$ cat config.mk
export PLATFORM = sky130hd
export DESIGN_NAME = sdram_arbiter
export DESIGN_NICKNAME = d
export VERILOG_FILES = /design/src/rtl/sdram_pkg.sv /design/src/rtl/sdram_arbiter.sv
export SDC_FILE = /design/constraint.sdc
export NUM_CORES = 1
export LEC_CHECK = 0
export CELL_PAD_IN_SITES_DETAIL_PLACEMENT = 0
export CELL_PAD_IN_SITES_GLOBAL_PLACEMENT = 1
export CORE_ASPECT_RATIO = 0.5
export CORE_MARGIN = 5
export CORE_UTILIZATION = 12
export CTS_BUF_LIST = sky130_fd_sc_hd__clkbuf_16
export DETAILED_ROUTE_END_ITERATION = 6
export GPL_TIMING_DRIVEN = 0
export PLACE_DENSITY_LB_ADDON = 0.1
export SLEW_MARGIN = 20
export SYNTH_ARGS = -nofsm -noshare
export SYNTH_HDL_FRONTEND = slang
export SYNTH_SLANG_ARGS = --single-unit
$ cat constraint.sdc
create_clock -name clk_i -period 1.6 [get_ports clk_i]
set_clock_uncertainty 0.2 [all_clocks]
set_input_delay 0.16 -clock clk_i [delete_from_list [all_inputs] [get_ports clk_i]]
set_output_delay 0.16 -clock clk_i [all_outputs]
set_load 0.01 [all_outputs]
$ cat src/rtl/sdram_pkg.sv
// Shared types and constants for the SDRAM port arbiter.
`timescale 1ns/1ps
package sdram_pkg;

    localparam int unsigned SDRAM_ADDR_W  = 24;
    localparam int unsigned SDRAM_DATA_W  = 16;
    localparam int unsigned VID_BURST_LEN = 64;
    localparam int unsigned BURST_LEN_W   = 7;

    typedef enum logic [1:0] {
        IDLE,
        CMD,
        DATA
    } arb_state_t;

    // One requester's command fields, muxed as a unit onto the controller port.
    typedef struct packed {
        logic                    we;
        logic [BURST_LEN_W-1:0]  burst_len;
        logic [SDRAM_ADDR_W-1:0] addr_x16;
        logic [SDRAM_DATA_W-1:0] wdata;
        logic [1:0]              wmask;
    } sdram_cmd_t;

endpackage

$ cat src/rtl/sdram_arbiter.sv
// Two-way SDRAM port arbiter: video burst reads have fixed priority, a
// starvation counter guarantees the CPU a slot. The grant is held from
// command issue until the owner pulses ack.
`timescale 1ns/1ps
module sdram_arbiter
    import sdram_pkg::*;
#(
    parameter int unsigned ADDR_W        = sdram_pkg::SDRAM_ADDR_W,
    parameter int unsigned VID_BURST_LEN = sdram_pkg::VID_BURST_LEN,
    parameter int unsigned STARVE_LIMIT  = 4
) (
    input  logic              clk_i,
    input  logic              rst_i,
    // video scan-out
    input  logic              vid_cmd_valid,
    output logic              vid_cmd_ready,
    input  logic [ADDR_W-1:0] vid_addr_x16,
    output logic              vid_resp_valid,
    output logic [15:0]       vid_rdata,
    input  logic              vid_ack,
    // CPU bridge
    input  logic              cpu_cmd_valid,
    output logic              cpu_cmd_ready,
    input  logic              cpu_we,
    input  logic [ADDR_W-1:0] cpu_addr_x16,
    input  logic [15:0]       cpu_wdata,
    input  logic [1:0]        cpu_wmask,
    output logic              cpu_resp_valid,
    output logic [15:0]       cpu_rdata,
    input  logic              cpu_ack,
    // SDRAM controller
    output logic              mem_cmd_valid,
    input  logic              mem_cmd_ready,
    output logic              mem_we,
    output logic [6:0]        mem_burst_len,
    output logic [ADDR_W-1:0] mem_addr_x16,
    output logic [15:0]       mem_wdata,
    output logic [1:0]        mem_wmask,
    input  logic              mem_resp_valid,
    input  logic [15:0]       mem_rdata,
    output logic              mem_ack
);

    localparam int unsigned STARVE_W = $clog2(STARVE_LIMIT + 1);

    arb_state_t          state_q, state_d;
    logic                owner_vid_q, owner_vid_d;
    logic [STARVE_W-1:0] starve_cnt_q, starve_cnt_d;

    logic       starve_hit;
    logic       owner_valid;
    logic       owner_ack;
    sdram_cmd_t vid_cmd, cpu_cmd, sel_cmd;

    assign starve_hit  = (starve_cnt_q == STARVE_W'(STARVE_LIMIT));
    assign owner_valid = owner_vid_q ? vid_cmd_valid : cpu_cmd_valid;
    assign owner_ack   = owner_vid_q ? vid_ack : cpu_ack;

    assign vid_cmd = '{we: 1'b0, burst_len: BURST_LEN_W'(VID_BURST_LEN),
                       addr_x16: vid_addr_x16, wdata: '0, wmask: '0};
    assign cpu_cmd = '{we: cpu_we, burst_len: BURST_LEN_W'(1),
                       addr_x16: cpu_addr_x16, wdata: cpu_wdata, wmask: cpu_wmask};
    assign sel_cmd = owner_vid_q ? vid_cmd : cpu_cmd;

    // State, owner and starvation registers with synchronous reset.
    always_ff @(posedge clk_i) begin
        if (rst_i) begin
            state_q      <= IDLE;
            owner_vid_q  <= 1'b0;
            starve_cnt_q <= '0;
        end else begin
            state_q      <= state_d;
            owner_vid_q  <= owner_vid_d;
            starve_cnt_q <= starve_cnt_d;
        end
    end

    // Grant decision, command handshake tracking and release on owner ack.
    always_comb begin
        state_d      = state_q;
        owner_vid_d  = owner_vid_q;
        starve_cnt_d = starve_cnt_q;
        unique case (state_q)
            IDLE: begin
                if (vid_cmd_valid && !(cpu_cmd_valid && starve_hit)) begin
                    owner_vid_d = 1'b1;
                    state_d     = CMD;
                    // Count only grants that make a waiting CPU wait longer.
                    if (!cpu_cmd_valid) begin
                        starve_cnt_d = '0;
                    end else if (!starve_hit) begin
                        starve_cnt_d = starve_cnt_q + STARVE_W'(1);
                    end
                end else if (cpu_cmd_valid) begin
                    owner_vid_d  = 1'b0;
                    state_d      = CMD;
                    starve_cnt_d = '0;
                end
            end
            CMD: begin
                // Owner withdrew its request: give the port back without issuing.
                if (!owner_valid) begin
                    state_d = IDLE;
                end else if (mem_cmd_ready) begin
                    state_d = DATA;
                end
            end
            DATA: begin
                if (owner_ack) begin
                    state_d = IDLE;
                end
            end
            default: state_d = IDLE;
        endcase
    end

    // Command mux in CMD, response routing in DATA; everything else idles at 0.
    always_comb begin
        vid_cmd_ready  = 1'b0;
        cpu_cmd_ready  = 1'b0;
        vid_resp_valid = 1'b0;
        vid_rdata      = '0;
        cpu_resp_valid = 1'b0;
        cpu_rdata      = '0;
        mem_cmd_valid  = 1'b0;
        mem_we         = 1'b0;
        mem_burst_len  = '0;
        mem_addr_x16   = '0;
        mem_wdata      = '0;
        mem_wmask      = '0;
        mem_ack        = 1'b0;
        unique case (state_q)
            CMD: begin
                mem_cmd_valid = owner_valid;
                mem_we        = sel_cmd.we;
                mem_burst_len = sel_cmd.burst_len;
                mem_addr_x16  = sel_cmd.addr_x16;
                mem_wdata     = sel_cmd.wdata;
                mem_wmask     = sel_cmd.wmask;
                if (owner_vid_q) begin
                    vid_cmd_ready = mem_cmd_ready;
                end else begin
                    cpu_cmd_ready = mem_cmd_ready;
                end
            end
            DATA: begin
                mem_ack = owner_ack;
                if (owner_vid_q) begin
                    vid_resp_valid = mem_resp_valid;
                    vid_rdata      = mem_rdata;
                end else begin
                    cpu_resp_valid = mem_resp_valid;
                    cpu_rdata      = mem_rdata;
                end
            end
            default: ;
        endcase
    end

endmodule

### Yosys cells after proc, flatten, opt, wreduce, memory -nomap -nowiden

Cells that the tools add are included.

| storage, ports and cells | value |
|---|---|
| bits in registers | 6 |
| output and inout bits | 88 |

| cells by class | value |
|---|---|
| add/subtract/negate cells | 1 |
| equal/unequal tests | 7 |
| multiplexer cells | 34 |
| reductions and logical operators | 8 |

Operator list:

| cell | number |
|---|---|
| $mux W16 | 5 |
| $mux W50 | 1 |
| $mux W24 | 1 |
| $mux W1 | 15 |
| $mux W2 | 6 |
| $mux W3 | 4 |
| $ne A3 B3 Y1 const B | 3 |
| $mux W7 | 1 |
| $pmux W2 S3 | 1 |
| $reduce_and A3 Y1 | 2 |
| $add A3 B1 Y3 const B | 1 |
| $eq A3 B3 Y1 const B | 1 |
| $eq A2 B1 Y1 const B | 1 |
| $eq A2 B2 Y1 const B | 1 |
| $logic_and A1 B1 Y1 | 2 |
| $logic_not A2 Y1 | 1 |
| $ne A2 B2 Y1 const B | 1 |
| $reduce_and A2 Y1 | 1 |
| $reduce_bool A2 Y1 | 1 |
| $logic_not A1 Y1 | 1 |

### Depth between registers and ports, before layout

Gate-level depths: netlist (run 1).

| logic depth | value |
|---|---|
| depth after elaboration | 6 |
| depth in mapped cells | 5 |
| depth with buffers taken out | 5 |

### Least setup slack after synthesis (run 1)

Ideal clock, no wire load.

| timing path | value |
|---|---|
| path type | reg2out |
| from | register state_q[1] |
| to | output port mem_addr_x16[10] |
| data arrival time | 1.171 ns |
| data required time | 1.240 ns |
| path slack | 0.069 ns |
| cell stages (with the launch flop) | 5 |
| buffers on the path | 1 |
| cells stage by stage | dfxtp_1 nand2b_1 nor2_2 buf_2 a22o_1 |

| between the ends | value |
|---|---|
| longest elaborated chain between the ends | 2 |

RTL lines:

| item | line | RTL |
|---|---|---|
| start, declared | sdram_arbiter.sv:46 | `arb_state_t state_q, state_d;` |
| start signal, assigned | sdram_arbiter.sv:72 | `state_q <= state_d;` |
| $eq A2 B1 Y1 | sdram_arbiter.sv:132 | `unique case (state_q)` |
| $mux W24 | sdram_arbiter.sv:132 |  |
| end, declared | sdram_arbiter.sv:36 | `output logic [ADDR_W-1:0] mem_addr_x16,` |

No other way between the ends.

### Final worst setup path (run 1)

Ends and elaborated chain as after synthesis.

==> results of run 1 <==
-- sequential cells by signal (all words and copies together) (netlist names) --
| name | cells |
|---|---|
| state_q | 2 |
| owner_vid_q | 1 |
| starve_cnt_q | 3 |
-- final cells by class --
type	instances	area, um^2
sequential	6	131
buffer	17	188
timing repair buffer	200	1960
fill	802	4610
inverter	5	21.3
multi-input combinational	121	1040
tap	112	140
clock buffer	3	75.1
-- per-stage QoR --
step,cell area (um^2),worst slack [ps],hold WS [ps],instances
floorplan,1040,68.8,24.6,148
global placement,2920,-736,283,433
detailed placement,2920,-755,287,433
CTS,3210,-189,231,457
global route,3560,-210,289,464
finish,3560,-174,241,464
-- synthesized netlist by cell type, drive strengths merged --
library cell  number  area share
nand2b             2       0.012
nand3              3       0.015
buf               11       0.066
or2                2       0.012
conb               1      0.0036
dfxtp              6        0.12
and2b              1      0.0073
a31oi              1      0.0061
nand3b             1      0.0073
clkbuf             6       0.022
a21boi             1      0.0073
a22o              24        0.20
or4                1      0.0073
nand2              1      0.0036
ha                 2       0.024
and3              34        0.21
and4bb             1       0.012
nor3b              1      0.0073
o21ai              4       0.019
and2              21        0.13
nor2               6       0.027
o211ai             1      0.0073
mux2i              2       0.019
inv                5       0.018
a21oi              4       0.019
o31a               1      0.0085
a211oi             1       0.012
-- tightest hold or removal path, cell delays in order --
cell and delay (ps):
dlygate4sd2_1 290, o211ai_1 100, a21oi_1 70
-- metal layers --
metal | wire, um | share of wire
met5 | 0 | 0
met4 | 26 | 0.0033
met3 | 412 | 0.053
met2 | 4270 | 0.55
met1 | 3090 | 0.40
-- repair_timing --
item	4_1_cts	5_1_grt
setup buffers	14	6
gates cloned	7	1
pin swaps	27	21
resized for setup	443	64
endpoints found under the setup margin	83	84
-- worst paths after layout --
path | endpoint | slack [ps] | cells after the start | from
min | owner_vid_q | 240 | 3 | vid_cmd_valid
min reg2reg | starve_cnt_q[0] | 300 | 2 | starve_cnt_q[0]
max | mem_addr_x16[10] | -170 | 6 | state_q[1]
max reg2reg | state_q[1] | -120 | 5 | state_q[0]
-- where the power goes --
part	switching, mW	leakage (nW)	total (mW)	internal (mW)
Clock	0.0822	0.0370	0.403	0.321
Sequential	0.0160	0.0510	0.178	0.162
Combinational	0.418	1.55	1.12	0.704
-- cell families after synthesis --
group                    synth area share
adder cells (fa/ha/maj)            0.0243
buffers and inverters               0.106
multiplexers                       0.0195
AND/OR/NAND/NOR                     0.445
flip-flops                          0.117
AO/OA/AOI/OAI                       0.285
other                             0.00365
-- cell usage in the layout, fill, tap and decap left out, drive strengths merged, types with 5 or more instances in the layout --
cell and instances:
and3 34, clkbuf 8, conb 5, and2 21
dfxtp 6, nor2 6, a22o 24, buf 122
inv 5, clkdlybuf4s50 89
==> reports/metrics.cfg, run 1 <==
[timing]
hold_violations=0
setup_ws_ps=-174
final_max_slew_viol_count=0
rsz0062_at_grt=yes
finalSetupViolations=83
fin_crit_sh=1.11
final.min_clock_period_ps=1770
fmax_mhz=564
tns_ps=-10670

[cts]
numCtsBuffers=3
cts.clk_slew.worst_paths_ps=30
clock_tree.buffer_depth=2
clkLatencyLatePin_ps=230
cts_tree=built
clock_sinks=6
hold_buffers=0
htree_levels=1
cts-root-buf=clkbuf_16

[placement]
dp_hpwl_um=5980
globalplace.congestion=0.760
port-buffer-count=173

[finish]
drive_gt1_frac=0.537
antennaDiodeCount=0
area_growth_pct=247
utilization=0.436
fin_nets=447

[floorplanning]
die_h_um=75.5
core_area_um2=8170
die_area_um2=10600
initial_core_util=0.126
row_count=23
dieWidth_um=141
io_pins=179

[outcome]
violations=negative setup slack
outcome=finished, violations left

[setup_path]
critPathMaxStageDelay_ps=350
path_buf_inv=3
cp.arrival_ps=1410
path_class=flip-flop to primary output
startpoint_type=flip-flop
cp_slowest_cell=dfxtp_4
crit_family=buffers and inverters
path_max_fanout=8
worstPathCellList=nand2b_4, nor2_4, buf_12, clkbuf_16, a22o_1, buf_2
cp-end-kind=primary output
critPathRequiredTime_ps=1240

[grt]
use_met2=0.264
grt_util_met3=0.0219
grt_use_total=0.127
met1_usage=0.145
grt_max_degree=11
antenna_found_initial=0
gr-max-usage-layer=met2
grt_pass1_vias=1880
overflow=0
grt_pass1_wl_um=10900

[routing]
drc_errors=0
drtAntennaViolNets=0
dr_total_vias=1903
first_pass_iters=4
wl_per_cell_um=16.8
drt_iter0_markers=20
totalWireLength_um=7800
via_per_inst=4.10

[yosys]
ys_types=31
syn_inst=144
syn_area_um2=1030
yosysWarnings=0
synth_seq_cells=6
ys_seq_area_frac=0.117
synth.avg_cell_area_um2=7.14

[pwr]
leakage_nw=1.64
ir_worst_vdd_uv=575
power_density_nw_per_um2=478
power.total_mw=1.70

[flow_run]
drv_cap=0

[hold_path]
hold_class=primary input to flip-flop

Note: power is estimated with default switching activity, not from simulation.
==> run 2: changes to the inputs <==
Settings changed: CTS_CLUSTER_SIZE from default to 12, SETUP_SLACK_MARGIN from default to 0.02.
==> run 2 against run 1 <==
The flow still finishes with violations (negative setup slack). Final cell count grew 0.22%. Power increased by 0.28%. Routed wire length shrank 0.23%. Hold slack worse by 2.7 ps. Maximum frequency up 0.25%. Largest power group unchanged. Sequential power about the same. Critical path type unchanged. Utilization is essentially flat. Clock-buffer cell count unchanged. Setup slack gained 4.4 ps. Sequential share of layout area is essentially flat. Via count shrank 0.42%. Highest routed layer unchanged.
==> reports/metrics.cfg, run 2 (same netlist as run 1, synthesis figures left out) <==
[floorplanning]
core_area_um2=8170
die_h_um=75.5
initial_core_util=0.126
row_count=23
dieWidth_um=141
die_area_um2=10600
io_pins=179

[grt]
overflow=0
grt_use_total=0.127
grt_pass1_wl_um=10900
grt_pass1_vias=1879
antenna_found_initial=0
grt_max_degree=11

[placement]
dp_hpwl_um=5980
port-buffer-count=173
globalplace.congestion=0.760
dp_slack_ps=-755
dp.cells=433

[setup_path]
cp.arrival_ps=1410
path_class=flip-flop to primary output
critPathMaxStageDelay_ps=340
startpoint_type=flip-flop
cp_slowest_cell=dfxtp_4
worstPathCellList=nand2b_4, nor2_4, buf_12, clkbuf_16, a22o_1, buf_2
path_max_fanout=8
path_buf_inv=3
cp-end-kind=primary output
r2r_setup_slack_ps=-130
crit_family=buffers and inverters
critPathRequiredTime_ps=1240

[outcome]
outcome=finished, violations left
violations=negative setup slack

[timing]
final.min_clock_period_ps=1770
setup_ws_ps=-170
fin_crit_sh=1.11
finalSetupViolations=83
fmax_mhz=565
rsz0062_at_grt=yes
tns_ps=-10290
hold_violations=0
final_max_slew_viol_count=0

[cts]
clock_sinks=6
cts.clk_slew.worst_paths_ps=30
clkLatencyLatePin_ps=230
cts_tree=built
numCtsBuffers=3
htree_levels=1
clock_tree.buffer_depth=2
cts-root-buf=clkbuf_16

[routing]
dr_total_vias=1895
wl_per_cell_um=16.7
drtAntennaViolNets=0
drc_errors=0
via_per_inst=4.08
drt_iter0_markers=23
first_pass_iters=2
totalWireLength_um=7780

[pwr]
leakage_nw=1.65
ir_worst_vdd_uv=575
power_density_nw_per_um2=479
power.total_mw=1.71

[flow_run]
drv_cap=0

[finish]
area_growth_pct=247
nFillCells=807
stdcell_count=465
largest_reg_flops=3
reg_top3=starve_cnt_q: 3 flops, state_q: 2 flops, owner_vid_q: 1 flops
utilization=0.436
regMostFlops=starve_cnt_q
drive_gt1_frac=0.538
layout_common_cells=clkdlybuf4s50_1, buf_6, buf_2
fin_nets=448
antennaDiodeCount=0
final_common_cell=clkdlybuf4s50_1

[hold_path]
hold_class=primary input to flip-flop

-- run 2: final timing paths --
kind	cells after the start	from	endpoint
min reg2reg	2	starve_cnt_q[1]	starve_cnt_q[1]
min	3	vid_cmd_valid	owner_vid_q
max reg2reg	5	state_q[1]	state_q[1]
max	6	state_q[1]	mem_addr_x16[10]
-- run 2: through the flow --
stage / hold slack, ps / cell area (um^2)
after floorplan: 24.6 / 1040
after global placement: 283 / 2920
after detailed placement: 287 / 2920
after CTS: 231 / 3220
after global routing: 289 / 3570
final: 238 / 3570
-- run 2: repair_timing --
action	4_1_cts	5_1_grt
setup endpoints to repair	83	85
buffers inserted	15	7
pin swaps	27	22
resized for setup	444	66
cloned	7	1
hold buffers	0	0
-- run 2: power breakdown --
group          switching [mW]  total, mW  internal (mW)
registers              0.0148      0.177          0.162
logic                   0.421       1.13          0.708
clock network          0.0818      0.402          0.321
-- run 2: area by class of cell --
| type | count | area (um^2) | share of cell area |
|---|---|---|---|
| repair buffers | 201 | 1960 | 0.549 |
| multi-input cells | 121 | 1050 | 0.295 |
| flip-flops and latches | 6 | 131 | 0.0368 |
| clock buffers | 3 | 75.1 | 0.0210 |
| plain buffers | 17 | 188 | 0.0526 |
| inverters | 5 | 21.3 | 0.00596 |
| well taps | 112 | 140 | 0.0393 |
-- run 2: tightest hold or removal path, stage by stage --
cell and delay [ps]:
dlygate4sd2_1 290, o211ai_1 100, a21oi_1 70
-- run 2: layer usage --
layer,vias up,GRT usage,wire length (um)
met5,-,0,0
met2,65,0.266,4260
met4,0,0.00644,26
met1,887,0.145,3090
met3,2,0.0219,396
li1,941,-,-
==> run 3: changes to the inputs <==
--- a/config.mk
+++ b/config.mk
@@ -11,3 +11,3 @@
 export CORE_MARGIN = 5
-export CORE_UTILIZATION = 12
+export CORE_UTILIZATION = 30
 export CTS_BUF_LIST = sky130_fd_sc_hd__clkbuf_16
@@ -15,2 +15,3 @@
 export DETAILED_ROUTE_END_ITERATION = 6
+export DONT_BUFFER_PORTS = 1
 export GPL_TIMING_DRIVEN = 0
==> constraint.sdc (replaced) <==
create_clock -name clk_i -period 1.9 [get_ports clk_i]
set_clock_uncertainty 0.2 [all_clocks]
set_input_delay 0.19 -clock clk_i [delete_from_list [all_inputs] [get_ports clk_i]]
set_output_delay 0.19 -clock clk_i [all_outputs]
set_load 0.02 [all_outputs]
==> run 3 against run 2 <==
The flow now finishes without violations. Clock-buffer cell count unchanged. Die area down 55%. Global-route usage up 4.1 points. Hold slack worse by 230 ps. Routed wire length down 42%. Non-clock buffer count down 195. Flip-flop and latch count unchanged. Via count down 38%. Utilization down 1.0 points. Sequential share of layout area up 5.0 points. Critical endpoint unchanged. Highest routed layer unchanged.
==> reports/metrics.cfg, run 3 (same netlist as run 1, synthesis figures left out) <==
[placement]
globalplace.congestion=0.728
dp_hpwl_um=3540
dp.cells=190
port-buffer-count=0
place_area_um2=1100

[setup_path]
cp.depth=5
worstPathCellList=nand2b_4, nor2_4, buf_12, buf_6, a22o_2
cp_slowest_cell=dfxtp_2
timing.rr.end=state_q[1]
critPathRequiredTime_ps=1510
critPathMaxStageDelay_ps=380
startpoint_type=flip-flop
path_class=flip-flop to primary output
crit_family=flip-flops
path_max_fanout=10
path_buf_inv=2
reg2reg_from=state_q[1]
cp-end-kind=primary output
rr_worst_depth=3
cp.arrival_ps=1430
r2r_setup_slack_ps=350

[timing]
fmax_mhz=551
fin_crit_sh=0.956
hold_violations=0
final_max_slew_viol_count=0
finalSetupViolations=0
rsz0062_at_grt=no
holdWs_ps=6.82
tns_ps=0
final.min_clock_period_ps=1820

[hold_path]
min-delay-start=mem_cmd_ready
whs_path_depth=2
hold_class=primary input to flip-flop
min_to=state_q[1]

[finish]
nFillCells=359
final_common_cell=and3_1
layout_common_cells=and3_1, and2_2, a22o_4
stdcell_area_um2=1430
regMostFlops=starve_cnt_q
drive_gt1_frac=0.484
antennaDiodeCount=0
largest_reg_flops=3
fin_nets=252
reg_top3=starve_cnt_q: 3 flops, state_q: 2 flops, owner_vid_q: 1 flops
area_growth_pct=39.3
stdcell_count=199

[pwr]
ir_worst_vdd_uv=693
power_density_nw_per_um2=706
power.total_mw=1.01
leakage_nw=0.744

[floorplanning]
core_area_um2=3360
row_count=15
die_area_um2=4770
die_h_um=51.4
initial_core_util=0.306
dieWidth_um=92.8
io_pins=179

[grt]
grt_max_degree=11
grt_pass1_wl_um=6460
grt_use_total=0.168
antenna_found_initial=0
grt_pass1_vias=1105
overflow=0

[routing]
wl_per_cell_um=22.6
totalWireLength_um=4500
first_pass_iters=4
drtAntennaViolNets=0
drt_iter0_markers=36
drc_errors=0
dr_total_vias=1167
via_per_inst=5.86

[flow_run]
drv_cap=0

[cts]
cts.clk_slew.worst_paths_ps=30
clock_tree.buffer_depth=2
clkLatencyLatePin_ps=230
clock_sinks=6
htree_levels=1
cts_tree=built
cts-root-buf=clkbuf_16
numCtsBuffers=3

[outcome]
outcome=complete, no violations

## run 3: worst reg2reg max path: stages, from the launching register on
cell	delay (ps)
dfxtp_2	340
or4_1	530
a21boi_1	160
a211oi_2	220
## run 3: layer usage
metal | track usage | wire length [um]
met5 | 0 | 0
met4 | 0.0195 | 6
met3 | 0.0588 | 396
met2 | 0.302 | 2350
met1 | 0.201 | 1740
## run 3: worst max path at each step
stage / from / endpoint / slack (ps)
floorplan: state_q[1] / mem_addr_x16[15] / 230
detailed placement: state_q[1] / mem_wdata[14] / -30
global placement: state_q[1] / mem_wdata[14] / -40
global route: state_q[1] / mem_addr_x16[10] / 20
CTS: state_q[0] / cpu_rdata[2] / 20
finish: state_q[1] / mem_addr_x16[10] / 80
## run 3: power by group
part	leakage [nW]	switching, mW	internal [mW]
clock	0.0370	0.0722	0.270
combinational	0.657	0.317	0.202
sequential	0.0501	0.0133	0.137
total	0.744	0.402	0.610
## run 3: cell type report
class / count / area, um^2 / area share
clock buffers: 3 / 75.1 / 0.0524
inverters: 5 / 18.8 / 0.0131
multi-input cells: 120 / 970 / 0.677
plain buffers: 17 / 128 / 0.0891
well taps: 42 / 52.6 / 0.0367
flip-flops and latches: 6 / 124 / 0.0865
repair buffers: 6 / 65.1 / 0.0454
## run 3: metrics by stage
| step | utilization | worst slack, ps |
|---|---|---|
| 6_report | 0.426 | 83.9 |
| 5_1_grt | 0.426 | 23.7 |
| 4_1_cts | 0.424 | 23.2 |
| 3_5_place_dp | 0.326 | -33.5 |
| 3_3_place_gp | 0.326 | -37.5 |
| 2_1_floorplan | - | 228 |
## run 3: timing repair
item / 4_1_cts / 5_1_grt
hold buffers: 3 / 0
buffers inserted: 3 / 0
setup endpoints to repair: 75 / 42
gates resized for setup: 61 / 5
pin swaps: 2 / 0
endpoints found under the hold margin: 6 / 0
